## config.mk

```make
export PLATFORM = sky130hd
export DESIGN_NAME = div2_engine
export DESIGN_NICKNAME = d
export VERILOG_FILES = /design/src/rtl/div2_pkg.sv /design/src/rtl/restoring_div_step.sv /design/src/rtl/div2_engine.sv
export SDC_FILE = /design/constraint.sdc
export NUM_CORES = 1
export LEC_CHECK = 0
export CORE_MARGIN = 2
export CORE_UTILIZATION = 40
export CTS_CLUSTER_SIZE = 20
export DETAILED_ROUTE_END_ITERATION = 8
export MAX_ROUTING_LAYER = met4
export PLACE_DENSITY = 0.69
export SETUP_SLACK_MARGIN = 0.02
export SYNTH_ARGS = -nofsm -noshare
export SYNTH_HDL_FRONTEND = slang
export SYNTH_HIERARCHICAL = 1
export SYNTH_SLANG_ARGS = --single-unit
```

## constraint.sdc

```tcl
create_clock -name clk -period 6.2 [get_ports clk]
set_clock_uncertainty 0.1 [all_clocks]
set_input_delay 1.24 -clock clk [delete_from_list [all_inputs] [get_ports clk]]
set_output_delay 1.24 -clock clk [all_outputs]
set_load 0.1 [all_outputs]
```

## src/rtl/div2_pkg.sv

```systemverilog
// rtl/div2_pkg.sv - shared states and constants for the program-2 divide engine
package div2_pkg;

  typedef enum logic [3:0] {
    IDLE,
    RD_HI,
    RD_LO,
    RD_DIV,
    DIVIDE,
    WR0,
    WR1,
    WR2,
    DONE
  } div2_state_t;

  localparam int          Q_W         = 24;
  localparam int          FRAC_BITS   = 8;
  localparam int          DIV_ITERS   = 24;
  localparam int          LAT_NZ      = 30;
  localparam int          LAT_Z       = 6;
  localparam logic [23:0] DIV0_RESULT = 24'hFFFFFF;

endpackage

```

## src/rtl/restoring_div_step.sv

```systemverilog
// rtl/restoring_div_step.sv - one compare/subtract iteration of a restoring divider
module restoring_div_step (
  input  logic [8:0] rem,
  input  logic       num_bit,
  input  logic [7:0] divisor,
  output logic [8:0] rem_next,
  output logic       q_bit
);

  logic [9:0] trial;
  logic [8:0] diff;

  // Shift the next numerator bit into the partial remainder and subtract if it fits.
  // The remainder stays below the divisor, so the 9-bit difference cannot wrap when taken.
  always_comb begin
    trial    = {rem, num_bit};
    diff     = trial[8:0] - {1'b0, divisor};
    q_bit    = (trial >= {2'b00, divisor});
    rem_next = q_bit ? diff : trial[8:0];
  end

endmodule

```

## src/rtl/div2_engine.sv

```systemverilog
// rtl/div2_engine.sv - start/ack responder computing floor(dividend*256/divisor) in memory
module div2_engine
  import div2_pkg::*;
#(
  parameter int ADDR_W       = 8,
  parameter int OP_HI_ADDR   = 0,
  parameter int OP_LO_ADDR   = 1,
  parameter int DIVISOR_ADDR = 2,
  parameter int RES_ADDR     = 4
) (
  input  logic              clk,
  input  logic              reset,
  input  logic              start,
  output logic              ack,
  output logic [ADDR_W-1:0] mem_addr,
  input  logic [7:0]        mem_rd_data,
  output logic [7:0]        mem_wr_data,
  output logic              mem_wr_en
);

  div2_state_t    state, state_n;
  logic           start_q;
  logic [7:0]     div_hi, div_lo, divisor;
  logic [Q_W-1:0] num, q;
  logic [8:0]     rem, rem_next;
  logic [4:0]     cnt;
  logic           q_bit;
  logic           launch;

  assign launch = start_q & ~start;

  restoring_div_step u_step (
    .rem      (rem),
    .num_bit  (num[cnt]),
    .divisor  (divisor),
    .rem_next (rem_next),
    .q_bit    (q_bit)
  );

  // State register.
  always_ff @(posedge clk or posedge reset) begin
    if (reset) state <= IDLE;
    else       state <= state_n;
  end

  // Next state plus memory address/write strobes decoded from the current state.
  always_comb begin
    state_n     = state;
    mem_addr    = '0;
    mem_wr_data = '0;
    mem_wr_en   = 1'b0;
    case (state)
      IDLE, DONE: if (launch) state_n = RD_HI;
      RD_HI: begin
        mem_addr = ADDR_W'(OP_HI_ADDR);
        state_n  = RD_LO;
      end
      RD_LO: begin
        mem_addr = ADDR_W'(OP_LO_ADDR);
        state_n  = RD_DIV;
      end
      RD_DIV: begin
        mem_addr = ADDR_W'(DIVISOR_ADDR);
        state_n  = (mem_rd_data == 8'h00) ? WR0 : DIVIDE;
      end
      DIVIDE: if (cnt == 5'd0) state_n = WR0;
      WR0: begin
        mem_wr_en   = 1'b1;
        mem_addr    = ADDR_W'(RES_ADDR);
        mem_wr_data = q[23:16];
        state_n     = WR1;
      end
      WR1: begin
        mem_wr_en   = 1'b1;
        mem_addr    = ADDR_W'(RES_ADDR + 1);
        mem_wr_data = q[15:8];
        state_n     = WR2;
      end
      WR2: begin
        mem_wr_en   = 1'b1;
        mem_addr    = ADDR_W'(RES_ADDR + 2);
        mem_wr_data = q[7:0];
        state_n     = DONE;
      end
      default: state_n = IDLE;
    endcase
  end

  // Ack is high exactly while DONE; it drops on the launch edge out of DONE.
  always_ff @(posedge clk or posedge reset) begin
    if (reset) ack <= 1'b0;
    else       ack <= (state_n == DONE);
  end

  // Start edge detector; resets high so a start held low at reset release launches at once.
  always_ff @(posedge clk or posedge reset) begin
    if (reset) start_q <= 1'b1;
    else       start_q <= start;
  end

  // Operand capture and the iterative divide, MSB of the quotient first.
  always_ff @(posedge clk or posedge reset) begin
    if (reset) begin
      div_hi  <= '0;
      div_lo  <= '0;
      divisor <= '0;
      num     <= '0;
      q       <= '0;
      rem     <= '0;
      cnt     <= '0;
    end else begin
      case (state)
        RD_HI: div_hi <= mem_rd_data;
        RD_LO: div_lo <= mem_rd_data;
        RD_DIV: begin
          divisor <= mem_rd_data;
          if (mem_rd_data == 8'h00) begin
            q <= DIV0_RESULT;
          end else begin
            num <= {div_hi, div_lo, {FRAC_BITS{1'b0}}};
            q   <= '0;
            rem <= '0;
            cnt <= 5'(DIV_ITERS - 1);
          end
        end
        DIVIDE: begin
          rem    <= rem_next;
          q[cnt] <= q_bit;
          cnt    <= cnt - 5'd1;
        end
        default: ;
      endcase
    end
  end

endmodule

```

==> results_dict.tcl <==
set metrics [dict create \
    status "finished clean" \
    totalWireLength_um 10240 \
    routedWlPerCell_um 16.23 \
    cts_tree "yes" \
    postSynth.asyncResetShare_pct 100.0 \
    reg2reg_setup_slack_ns 1.48 \
    start_util_pct 40.67 \
    syn_to_final_growth_pct 12.47 \
    irDropWorstVdd_mv 0.3586 \
    crit_type "reg2reg" \
    synth_flop_cell "dfrtp_1" \
    slew_headroom_pct 34.74 \
    hpwl_um 7030 \
    num_rows 39 \
    critPathTopFamily "simple AND/OR/NAND/NOR gates" \
    min_period_over_period_pct 76.10 \
    setup_tns_ns 0 \
    clk_path_buf_depth 2 \
    slowest_delay_ns 0.70 \
    synth_edf_count 0 \
    firstDrtPassIters 5 \
    syn_inst 480 \
    p_total_uw 3035 \
    synth_seq_cells 84 \
    port_buffers 23 \
    clock-sinks 84 \
    dp.cells 615 \
    p_clk_share_pct 17.8 \
    gp_congestion 0.8791 \
    cpMostUsedCell "inv_1" \
    clk_latency_ns 0.35 \
    period_minus_slack_ns 4.718 \
    crit_chain "mux4_2, nand3_1, nand4_1, inv_1, ha_1, inv_1, fa_1, nand3_1, a21oi_1, nor4b_4, inv_1, nor3b_1, a32oi_1" \
    avgSynthCellArea_um2 9.593 \
    worst_pin_slew_ns 0.9758 \
    yosys_warnings 6 \
    p_int_uw 1664 \
    synthTopCellsByArea "dfrtp_1 (45%), nand2_1 (9.5%), mux2_2 (6.1%), a22oi_1 (5.1%), ha_1 (3.5%)" \
    synth_top_area_share_pct 45.11 \
    fin_area_um2 5179 \
    dpl-instance-area_um2 4877 \
    cts_setup_buffers 0 \
    coreArea_um2 11320 \
    critPathMaxFanout 21 \
    die_w_um 111.3 \
    synth.distinct_cells 58 \
    final_cells 631 \
    cts.clk_slew.worst_paths_ns 0.07 \
    fmax_ghz 0.2119 \
    slew_viol_final 0 \
    yosysSeqAreaShare_pct 45.68 \
    drt_iter0_markers 167 \
    cp.arrival_ns 4.80 \
    grt_pass1_wl_um 17620 \
    synth_top_cell_by_area "dfrtp_1" \
    syn_area_um2 4604 \
    ctsHoldBuffers 0 \
    cts_made_buffers 9 \
    drc_errors 0 \
    dr_total_vias 3533 \
    h-tree-depth 3 \
    worst_setup_path_end_kind "register" \
    grt_overflow 0 \
    crit_slowest_cell "nor3b_1" \
    post_drt_via_cell_ratio 5.599 \
    rsz0062_at_grt "no" \
    io_pins 29 \
    setup_viol 0 \
    hold_viol_final 0 \
    die_y_um 111.3 \
    grt_usage_pct 18.01 \
    grt_max_degree 63 \
    grt_pass1_vias 3596 \
    num-fill-cells 1089 \
    ant_nets 0 \
    cellPowerDensity_nw_per_um2 586.0 \
    antenna_found_initial 0 \
    worstSetupStartpointType "register" \
    p_comb_share_pct 49.3 \
    max_cap_viol_count 0 \
    root_buffer "clkbuf_16" \
    die-area_um2 12390 \
    p_switching_uw 1371 \
    hp-class "reg2reg" \
    power.share.switching_pct 45.17 \
    post_cts_resized 0 \
    path_buf_inv 3 \
    nets 508 \
    antennaDiodeCount 0 \
    p_leak_uw 0.002366 \
    drive_gt1_share_pct 15.37 \
    power.share.sequential_pct 32.9 \
    crit_required_ns 6.28 \
]
metrics by stage:
step	setup slack [ns]	hold WS [ns]	util (%)
after global placement	1.751	0.3454	43.08
after detailed placement	1.496	0.3492	43.08
after floorplan	2.549	0.3348	-
after CTS	1.481	0.3641	45.74
final	1.482	0.3670	45.74
after global routing	1.063	0.3972	45.74
cells in the mapped netlist, drive strengths merged (2+ instances only):
cell type / number
nand4b: 2
dfrtp: 83
and3: 4
nor4: 3
nor4b: 2
a32o: 2
ha: 13
a21oi: 15
o22ai: 2
mux4: 4
o211ai: 2
nor3b: 2
buf: 17
a31o: 15
inv: 14
nor2: 24
nor2b: 7
a32oi: 3
a41oi: 2
nand3: 7
nand4: 3
nand2: 117
mux2: 25
nand2b: 7
xor2: 3
nor3: 6
o31ai: 2
a21boi: 2
o21ai: 20
a22oi: 31
nand3b: 2
mux2i: 2
clkbuf: 23
placed cells by master (no fill, tap or decap), drive strengths merged, types with 3 or more instances in the layout:
cell type / instances
mux2: 25
ha: 13
buf: 5
a22oi: 31
o21ai: 20
nand2: 117
nand3: 7
nor3: 6
nor4: 3
a32oi: 3
a31o: 15
a21oi: 15
and3: 4
nand2b: 7
clkdlybuf4s50: 23
xor2: 3
inv: 18
mux4: 4
nor2b: 7
nand4: 3
clkbuf: 9
clkinv: 3
dfrtp: 83
nor2: 24
conb: 5
sequential cells by signal, indices dropped and copies added (netlist names):
register / flops
cnt: 5
start_q: 1
divisor: 8
rem: 9
div_hi: 8
ack: 1
q: 24
div_lo: 8
state: 4
num: 16
tightest hold or removal path, delay by kind of cell, from the launching register on:
family	cells	cell delay (ns)
flops	1	0.34
simple gates	2	0.10
cells by family after synthesis:
logic type / share of synthesized area (%)
multiplexers: 8.506
AO/OA/AOI/OAI: 15.60
AND/OR/NAND/NOR: 19.92
other: 0.08144
flip-flops: 45.68
buffers and inverters: 5.489
XOR/XNOR: 0.7610
adder cells (fa/ha/maj): 3.967
layer usage:
| layer | GRT usage [%] | vias up | part of all wire [%] |
|---|---|---|---|
| met5 | - | - | 0 |
| met4 | 6.008 | 0 | 1.3 |
| met3 | 3.335 | 12 | 4.5 |
| met2 | 28.09 | 70 | 48 |
| met1 | 23.91 | 1766 | 46 |
| li1 | - | 1685 | - |
power groups by stage:
stage	Clock (uW)	Sequential, uW	Combinational, uW
6_report	539	1000	1500
5_1_grt	568	1040	1660
4_1_cts	553	1000	1500
3_5_place_dp	0	1010	1490
3_3_place_gp	0	996	1450
2_1_floorplan	0	909	1290
area by class of cell:
cell class	count	area, um^2	area share [%]
clock buffers	9	225.2	4.349
clock inverters	7	76.32	1.474
inverters	14	53.80	1.039
multi-input cells	346	2273	43.90
flip-flops and latches	84	2103	40.61
well taps	143	178.9	3.455
repair buffers	28	267.8	5.170
final timing paths:
kind                                  startpoint             endpoint  cells after the start
max                           cnt[0]$_DFFE_PP0P_    q[20]$_DFFE_PP0P_                     13
min                        div_hi[6]$_DFFE_PP0P_  num[22]$_DFFE_PP0P_                      2
max reg2reg                   cnt[0]$_DFFE_PP0P_    q[20]$_DFFE_PP0P_                     13
min reg2reg                div_hi[6]$_DFFE_PP0P_  num[22]$_DFFE_PP0P_                      2
max in group asynchronous                  reset    q[13]$_DFFE_PP0P_                      3
min in group asynchronous                  reset        ack$_DFF_PP0_                      2
No activity file was read; power rests on OpenSTA's default activity.
